==> src/rtl/ariane_pkg.sv <==
// Core-wide types shared by the ID stage and its fetch arbiter.
// fetch_entry_t mirrors the frontend's fetch queue entry layout.
package ariane_pkg;

   typedef struct packed {
      logic [63:0] address;
      logic [31:0] instruction;
      logic        is_compressed;
   } fetch_entry_t;

   // Upper bound on fetch sources the ID arbiter is sized for.
   localparam int unsigned IdArbMaxReq = 16;
   localparam int unsigned IdArbIdxW   = $clog2(IdArbMaxReq);
   localparam int unsigned IdArbCntW   = 8;

   typedef struct packed {
      logic                 lock;
      logic [IdArbIdxW-1:0] owner;
      logic [IdArbCntW-1:0] burst_cnt;
      logic [IdArbIdxW-1:0] rr_ptr;
   } id_arb_state_t;

   // Increment with explicit wrap so non-power-of-2 source counts stay in range.
   function automatic int unsigned id_arb_wrap_inc(input int unsigned idx,
                                                   input int unsigned n);
      return (idx + 1 >= n) ? 0 : idx + 1;
   endfunction

endpackage

==> src/rtl/id_fetch_arbiter_rr_picker.sv <==
// Rotate-priority picker: first set bit of valid_i at or after ptr_i, wrapping.
// Purely combinational; found_o is low when no bit is set.
module id_rr_picker #(
   parameter int unsigned NrReq = 2
) (
   input  logic [NrReq-1:0]         valid_i,
   input  logic [$clog2(NrReq)-1:0] ptr_i,
   output logic [$clog2(NrReq)-1:0] idx_o,
   output logic                     found_o
);

   localparam int unsigned IdxW = $clog2(NrReq);

   int unsigned      j;
   logic [IdxW-1:0]  jj;

   always_comb begin
      idx_o   = '0;
      found_o = 1'b0;
      j       = '0;
      jj      = '0;
      for (int k = 0; k < NrReq; k++) begin
         j = 32'(ptr_i) + unsigned'(k);
         if (j >= NrReq) j = j - NrReq;
         jj = IdxW'(j);
         if (!found_o && valid_i[jj]) begin
            idx_o   = jj;
            found_o = 1'b1;
         end
      end
   end

endmodule

==> src/rtl/id_fetch_arbiter.sv <==
// Shares the ID-stage fetch input between NrReq sources: round-robin with
// grant lock on backpressure and bounded bursts; zero-latency data path.
module id_fetch_arbiter
   import ariane_pkg::*;
#(
   parameter int unsigned NrReq    = 2,
   parameter int unsigned BurstLen = 4
) (
   input  logic                         clk_i,
   input  logic                         rst_i,
   input  logic                         clr_i,
   input  logic                         flush_i,
   input  fetch_entry_t [NrReq-1:0]     req_entry_i,
   input  logic [NrReq-1:0]             req_valid_i,
   output logic [NrReq-1:0]             req_ready_o,
   output fetch_entry_t                 fetch_entry_o,
   output logic                         fetch_entry_valid_o,
   input  logic                         fetch_entry_ready_i,
   output logic [$clog2(NrReq)-1:0]     gnt_idx_o
);

   localparam int unsigned IdxW = $clog2(NrReq);
   localparam int unsigned CntW = $clog2(BurstLen + 1);

   logic            lock_q, lock_d;
   logic [IdxW-1:0] owner_q, owner_d;
   logic [IdxW-1:0] rr_ptr_q, rr_ptr_d;
   logic [CntW-1:0] burst_cnt_q, burst_cnt_d;
   logic [CntW-1:0] burst_base;

   logic [IdxW-1:0] pick_ptr, pick_idx, gnt;
   logic            pick_found, owner_valid, burst_abort, hs;

   function automatic logic [IdxW-1:0] wrap_inc(input logic [IdxW-1:0] idx);
      return IdxW'(id_arb_wrap_inc(32'(idx), NrReq));
   endfunction

   // An unlocked burst whose owner went idle is abandoned; rotation restarts past it.
   assign owner_valid = req_valid_i[owner_q];
   assign burst_abort = (burst_cnt_q != '0) && !lock_q && !owner_valid;
   assign pick_ptr    = burst_abort ? wrap_inc(owner_q) : rr_ptr_q;

   id_rr_picker #(
      .NrReq (NrReq)
   ) i_picker (
      .valid_i (req_valid_i),
      .ptr_i   (pick_ptr),
      .idx_o   (pick_idx),
      .found_o (pick_found)
   );

   always_comb begin
      gnt = owner_q;
      if (lock_q)                                      gnt = owner_q;
      else if ((burst_cnt_q != '0) && owner_valid)     gnt = owner_q;
      else if (pick_found)                             gnt = pick_idx;
   end

   // Reset gates the outputs immediately so a locked source is never acked.
   assign fetch_entry_o       = req_entry_i[gnt];
   assign fetch_entry_valid_o = req_valid_i[gnt] & ~flush_i & ~rst_i;
   assign hs                  = fetch_entry_valid_o & fetch_entry_ready_i;
   assign gnt_idx_o           = rst_i ? '0 : gnt;

   always_comb begin
      req_ready_o      = '0;
      req_ready_o[gnt] = hs;
   end

   always_comb begin
      lock_d      = lock_q;
      owner_d     = owner_q;
      burst_cnt_d = burst_cnt_q;
      rr_ptr_d    = rr_ptr_q;
      burst_base  = burst_abort ? '0 : burst_cnt_q;
      if (flush_i) begin
         lock_d      = 1'b0;
         burst_cnt_d = '0;
      end else begin
         if (burst_abort) begin
            burst_cnt_d = '0;
            rr_ptr_d    = wrap_inc(owner_q);
         end
         if (hs) begin
            lock_d = 1'b0;
            if (32'(burst_base) + 1 < BurstLen) begin
               burst_cnt_d = burst_base + 1'b1;
               owner_d     = gnt;
            end else begin
               burst_cnt_d = '0;
               rr_ptr_d    = wrap_inc(gnt);
            end
         end else if (fetch_entry_valid_o) begin
            lock_d  = 1'b1;
            owner_d = gnt;
         end
      end
   end

   always_ff @(posedge clk_i or posedge rst_i) begin
      if (rst_i) begin
         lock_q      <= 1'b0;
         owner_q     <= '0;
         burst_cnt_q <= '0;
         rr_ptr_q    <= '0;
      end else if (clr_i) begin
         lock_q      <= 1'b0;
         owner_q     <= '0;
         burst_cnt_q <= '0;
         rr_ptr_q    <= '0;
      end else begin
         lock_q      <= lock_d;
         owner_q     <= owner_d;
         burst_cnt_q <= burst_cnt_d;
         rr_ptr_q    <= rr_ptr_d;
      end
   end

`ifndef SYNTHESIS
   logic            chk_pend_q;
   logic [IdxW-1:0] chk_idx_q;
   fetch_entry_t    chk_entry_q;

   always_ff @(posedge clk_i or posedge rst_i) begin
      if (rst_i) begin
         chk_pend_q <= 1'b0;
      end else begin
         chk_pend_q <= fetch_entry_valid_o & ~fetch_entry_ready_i & ~clr_i;
      end
   end

   always_ff @(posedge clk_i) begin
      chk_idx_q   <= gnt;
      chk_entry_q <= fetch_entry_o;
   end

   // A presented but unaccepted source must keep valid and entry stable.
   always @(posedge clk_i) begin
      if (!rst_i && chk_pend_q && !flush_i)
         assert (req_valid_i[chk_idx_q] && (req_entry_i[chk_idx_q] == chk_entry_q));
   end
`endif

endmodule

==> config.mk <==
export PLATFORM = sky130hd
export DESIGN_NAME = id_fetch_arbiter
export DESIGN_NICKNAME = d
export VERILOG_FILES = /design/src/rtl/ariane_pkg.sv /design/src/rtl/id_fetch_arbiter_rr_picker.sv /design/src/rtl/id_fetch_arbiter.sv
export SDC_FILE = /design/constraint.sdc
export NUM_CORES = 1
export LEC_CHECK = 0
export ABC_AREA = 0
export ABC_CLOCK_PERIOD_IN_PS = 2900
export CAP_MARGIN = 10
export CORE_AREA = 2 2 117 119
export CTS_CLUSTER_DIAMETER = 60
export DETAILED_ROUTE_END_ITERATION = 8
export DIE_AREA = 0 0 119 121
export PLACE_DENSITY = 0.61
export SYNTH_ARGS = -nofsm -noshare
export SYNTH_HDL_FRONTEND = slang
export SYNTH_SLANG_ARGS = --single-unit
==> constraint.sdc <==
create_clock -name clk_i -period 2.9 [get_ports clk_i]
set_input_delay 0.58 -clock clk_i [delete_from_list [all_inputs] [get_ports clk_i]]
set_output_delay 0.58 -clock clk_i [all_outputs]
set_load 0.05 [all_outputs]
**Word-level counts from Yosys, hierarchy flattened**

Cells that the tools add are included.

- Flip-flop bits (word level): 6
- Output and inout port bits: 101
- Input port bits: 201
- Logic and storage cells: 84

- $add $sub $neg: 7
- Equality and inequality tests: 2
- Reduce and logical (&&, ||, !) cells: 12
- Bitwise operators: 6
- Muxes and demuxes: 43
- Magnitude comparators: 10

Operators by type and width:

| kind | count |
|---|---|
| 97-bit 2-to-1 mux | 2 |
| 1-bit 2-to-1 mux | 35 |
| 3-bit 2-to-1 mux | 5 |
| 1-bit by 2-bit less-than comparator with 1-bit output (second input constant) | 4 |
| 1-bit by 1-bit adder with 2-bit output (second input constant) | 3 |
| 2-bit >= comparator (second input constant) | 3 |
| 3-bit nonzero test | 2 |
| 1-bit logical AND | 5 |
| 3-bit by 1-bit adder with 4-bit output (second input constant) | 1 |
| 4-bit by 3-bit less-than comparator with 1-bit output (second input constant) | 1 |
| 4-bit nonzero test | 1 |
| 3-bit by 1-bit adder with 3-bit output (second input constant) | 1 |
| 1-bit AND | 3 |
| 1-bit zero test | 3 |
| 3-bit by 2-bit != test with 1-bit output (second input constant) | 1 |
| 3-bit AND reduction | 1 |
| 2-bit AND | 1 |
| 1-bit by 2-bit >= comparator with 1-bit output (second input constant) | 1 |
| 2-bit != test (second input constant) | 1 |
| 1-bit NOT | 2 |
| 1-bit subtractor (second input constant) | 2 |
| 1-bit demux with 1-bit select | 1 |
| 1-bit >= comparator (second input constant) | 1 |

**Depth between registers and ports, before layout**

- Word-level depth: 24
- Gate-level depth with buffers: 9
- Depth with buffers taken out: 9

**Cells and area by module**

Synthesis repeated with hierarchy kept, for this count alone.

- Cells, all modules: 163
- Area, all modules: 1665.3 um^2

By module, submodules not included:

| module | cells an instance | instances | area each (um^2) |
|---|---|---|---|
| id_fetch_arbiter | 160 | 1 | 1647.8 |
| id_rr_picker | 3 | 1 | 17.5 |

**Least setup slack after synthesis**

Ideal clock, no wire load.

- Kind: input to output
- From: input req_valid_i[1]
- To: output req_ready_o[0]
- Stages on the path: 4
- Buffers on the path: 0
- Slack: -0.207 ns
- Arrival time: 2.527 ns
- Data required time: 2.320 ns
- Cells stage by stage: mux2i_1 -> a2111oi_4 -> nand2_1 -> nor2_1

- Word-level cells in the longest chain between the ends: 22

Ends and longest elaborated chain:

| item | line | source |
|---|---|---|
| start, declared | id_fetch_arbiter.sv:14 | `input logic [NrReq-1:0] req_valid_i,` |
| 1-bit 2-to-1 mux (implied by the code) (2 in series) | id_fetch_arbiter.sv:39 | `assign owner_valid = req_valid_i[owner_q];` |
| 1-bit zero test | id_fetch_arbiter.sv:40 | `assign burst_abort = (burst_cnt_q != '0) && !lock_q && !owner_valid;` |
| 1-bit logical AND | id_fetch_arbiter.sv:40 |  |
| 1-bit 2-to-1 mux | id_fetch_arbiter.sv:41 | `assign pick_ptr = burst_abort ? wrap_inc(owner_q) : rr_ptr_q;` |
| 1-bit by 2-bit >= comparator with 1-bit output or 1-bit subtractor (tied branches) | id_fetch_arbiter_rr_picker.sv:24 | `if (j >= NrReq) j = j - NrReq;` |
| 1-bit 2-to-1 mux | id_fetch_arbiter_rr_picker.sv:24 |  |
| 1-bit 2-to-1 mux (implied by the code) (2 in series) | id_fetch_arbiter_rr_picker.sv:26 | `if (!found_o && valid_i[jj]) begin` |
| 1-bit 2-to-1 mux | id_fetch_arbiter_rr_picker.sv:26 |  |
| (+3 left out) | n/a |  |
| 1-bit 2-to-1 mux | id_fetch_arbiter.sv:56 | `else if (pick_found) gnt = pick_idx;` |
| 1-bit 2-to-1 mux | id_fetch_arbiter.sv:55 | `else if ((burst_cnt_q != '0) && owner_valid) gnt = owner_q;` |
| 1-bit 2-to-1 mux | id_fetch_arbiter.sv:54 | `if (lock_q) gnt = owner_q;` |
| 1-bit 2-to-1 mux (implied by the code) (*) (2 in series) | id_fetch_arbiter.sv:61 | `assign fetch_entry_valid_o = req_valid_i[gnt] & ~flush_i & ~rst_i;` |
| 1-bit AND (*) (2 in series) | id_fetch_arbiter.sv:61 |  |
| via fetch_entry_valid_o | id_fetch_arbiter.sv:17 | `output logic fetch_entry_valid_o,` |
| 1-bit AND (*) | id_fetch_arbiter.sv:62 | `assign hs = fetch_entry_valid_o & fetch_entry_ready_i;` |
| 2-bit AND (no line) (*) | n/a |  |
| end, declared | id_fetch_arbiter.sv:15 | `output logic [NrReq-1:0] req_ready_o,` |

Mark *: on every way through the listed nets, which the timed path passes. The rest lies on a longest branch. The select of a mux whose other input is x is not followed.

==> impl_metrics.toml <==
[pwr]
p_leak_nw = 2.11
ir_drop_v = 0.000252
power_density_nw_per_um2 = 309
total_power_mw = 1.58

[floorplan]
rows = 42
coreArea_um2 = 13100
initial_utilization_pct = 12.8
die_h_um = 121
io_pins = 302
die_area_um2 = 14400
die_w_um = 119

[cts]
postCtsHoldBufs = 0
clkLatencyLatePin_ns = 0.23
clock-root-buffer = "clkbuf_16"
htreeDepth = 1
clockBufferDepth = 2
clk_pin_slew_ns = 0.04
tritoncts = "yes"
numClockSinks = 6
numCtsBuffers = 3

[global_route]
antenna_found_initial = 0
grt_pass1_wl_um = 15900
grt_max_degree = 24
globalRouteOverflowTotal = 0
grt_pass1_vias = 2796
grt_usage_pct = 14.0

[place]
portBuffers = 301
gp_congestion = 0.858
post_dp_cell_area_um2 = 4780
post-dp-hpwl_um = 9500
pre_cts_ws_ns = -0.187

[setup_path]
endpoint_kind = "output port"
required_ns = 2.32
criticalPathCategory = "primary input to output port"
r2r_end = "rr_ptr_q"
startpoint = "req_valid_i[0]"
r2r_slack_ns = 0.57
crit_path_start_kind = "primary input"
r2r-start = "owner_q"
crit_path_end = "fetch_entry_o[71]"
rr_worst_depth = 11
critical_path.max_fanout = 6
cp.arrival_ns = 2.26

[sta]
hold_viol = 0
setup_viol = 0
setup_ws_ns = 0.0619
fmax_mhz = 352
worst_slew_pin_slew_ns = 0.366
slew_violations = 0
timing.final.crit_period_ns = 2.84
relSlewSlack_pct = 75.6
period_share_pct = 97.9
timing.clock.skew_ns = 0.00355
rsz0062_at_grt = "true"

[detailed_routing]
first_pass_iters = 4
vias = 2593
via_per_inst = 3.96
drc = 0
drtAntennaViolNets = 0
first_iter_violations = 55
drt_wl_total_um = 11000
wl_per_cell_um = 16.8

[logic_synthesis]
synth_top_area_cell = "mux2_2"
synth_most_common_cell = "mux2_2"
netlist_instances = 162
ys_seq_elements = 6
synth_top_area_share_pct = 65.1
synth_cell_types = 30
async_reset_ff_share_pct = 100
synthFlopType = "dfrtp_1"
synth_nets = 364
synth-edff-count = 0
avgSynthCellArea_um2 = 10.4
syn-cell-area_um2 = 1680
synth.top_cells.by_area = "mux2_2 (65%), dfrtp_1 (8.9%), buf_6 (5.4%)"
yosysWarnings = 0
synth_commonest_cells = "mux2_2 (97), buf_6 (8), dfrtp_1 (6), nand2_1 (5), nor2_1 (5)"
yosysSeqAreaShare_pct = 8.94

[cells_and_area]
final_nets = 683
antenna_cells = 0
syn_to_final_growth_pct = 204
fillers = 1271
drive_above_1_share_pct = 48.6
finish.instance_area_um2 = 5100

[hold_path]
min_path_type = "register to register"

[outcome]
outcome = "finished clean"

[job]
drv_cap = 0
## cell families (layout without fill, tap and decap cells)
kind of cell / Yosys count / after routing / share of synthesized area, %
multiplexers: 99 / 99 / 66.2
AND/OR/NAND/NOR: 24 / 24 / 7.53
AO/OA/AOI/OAI: 18 / 18 / 9.46
buffers and inverters: 14 / 331 / 7.08
flip-flops: 6 / 6 / 8.94
adder cells (fa/ha/maj): 1 / 1 / 0.745
## flip-flops by register name, indices dropped and copies added (netlist names)
register and flops:
burst_cnt_q 3, lock_q 1, owner_q 1, rr_ptr_q 1
## worst max-delay path, cell delays in order
cell           delay [ns]
dlygate4sd2_1        0.25
buf_4                0.15
a311oi_4             0.35
buf_6                0.18
buf_4                0.12
buf_6                0.12
mux2_2               0.34
buf_6                0.15
## worst min path at each step
stage                                 to  startpoint  cells after the start  slack (ns)
after floorplan           burst_cnt_q[0]       rst_i                      1        0.38
after global placement            lock_q      lock_q                      1        0.63
after detailed placement         owner_q     owner_q                      2        0.64
after CTS                        owner_q     owner_q                      2        0.65
after global routing              lock_q      lock_q                      1        0.70
final                             lock_q      lock_q                      1        0.65
## metrics by stage
| stage | setup TNS (ns) | instances | util [%] | hold WS [ns] |
|---|---|---|---|---|
| 2_1_floorplan | 0 | 162 | - | 0.381 |
| 3_3_place_gp | -12.98 | 647 | 36.6 | 0.626 |
| 3_5_place_dp | -13.65 | 647 | 36.6 | 0.642 |
| 4_1_cts | 0 | 654 | 38.6 | 0.651 |
| 5_1_grt | -0.0228 | 655 | 39.0 | 0.699 |
| 6_report | 0 | 655 | 39.0 | 0.651 |
## area by class of cell
type                            count  area [um2]  share of cell area [%]
Sequential cell                     6         151                    2.97
Inverter                            3        11.3                   0.221
Tap cell                          176         220                    4.32
Multi-Input combinational cell    142        1460                    28.6
Timing Repair Buffer              325        3180                    62.4
Clock buffer                        3        75.1                    1.47
## cell usage in the layout (no fill, tap or decap), types with 2 or more instances in the layout
| cell type | synthesis | routed |
|---|---|---|
| clkdlybuf4s50_1 | 0 | 198 |
| nand2_1 | 5 | 5 |
| mux2_4 | 0 | 6 |
| dlygate4sd2_1 | 0 | 2 |
| and2_1 | 4 | 4 |
| dfrtp_1 | 6 | 5 |
| nand3_1 | 2 | 2 |
| clkbuf_16 | 0 | 4 |
| mux2_2 | 97 | 91 |
| buf_12 | 0 | 7 |
| o21ai_0 | 3 | 3 |
| inv_1 | 3 | 3 |
| nand2b_1 | 2 | 2 |
| a21oi_1 | 2 | 2 |
| and3_1 | 4 | 4 |
| buf_4 | 1 | 83 |
| mux2i_1 | 2 | 2 |
| nor2_1 | 5 | 4 |
| buf_6 | 8 | 28 |
| buf_8 | 0 | 5 |
| a21boi_0 | 2 | 2 |
## where the power goes
part	total (mW)	switching, mW	internal, mW
registers	0.0874	0.00202	0.0854
clock network	0.229	0.0520	0.177
logic	1.26	0.664	0.598
## what timing repair did
action	4_1_cts	5_1_grt
endpoints found under the hold margin	0	0
endpoints found under the setup margin	97	73
pin swaps	2	2
buffers inserted	3	0
gates cloned	1	2
gates resized for setup	39	11
## layer usage
layer / global-route usage (%) / vias up / part of all wire (%)
met5: 0 / - / 0
met4: 2.23 / 0 / 1.0
met3: 2.54 / 9 / 6.6
met2: 26.5 / 135 / 54
met1: 16.6 / 1197 / 38
li1: - / 1252 / -
No activity file was read; power rests on OpenSTA's default activity.
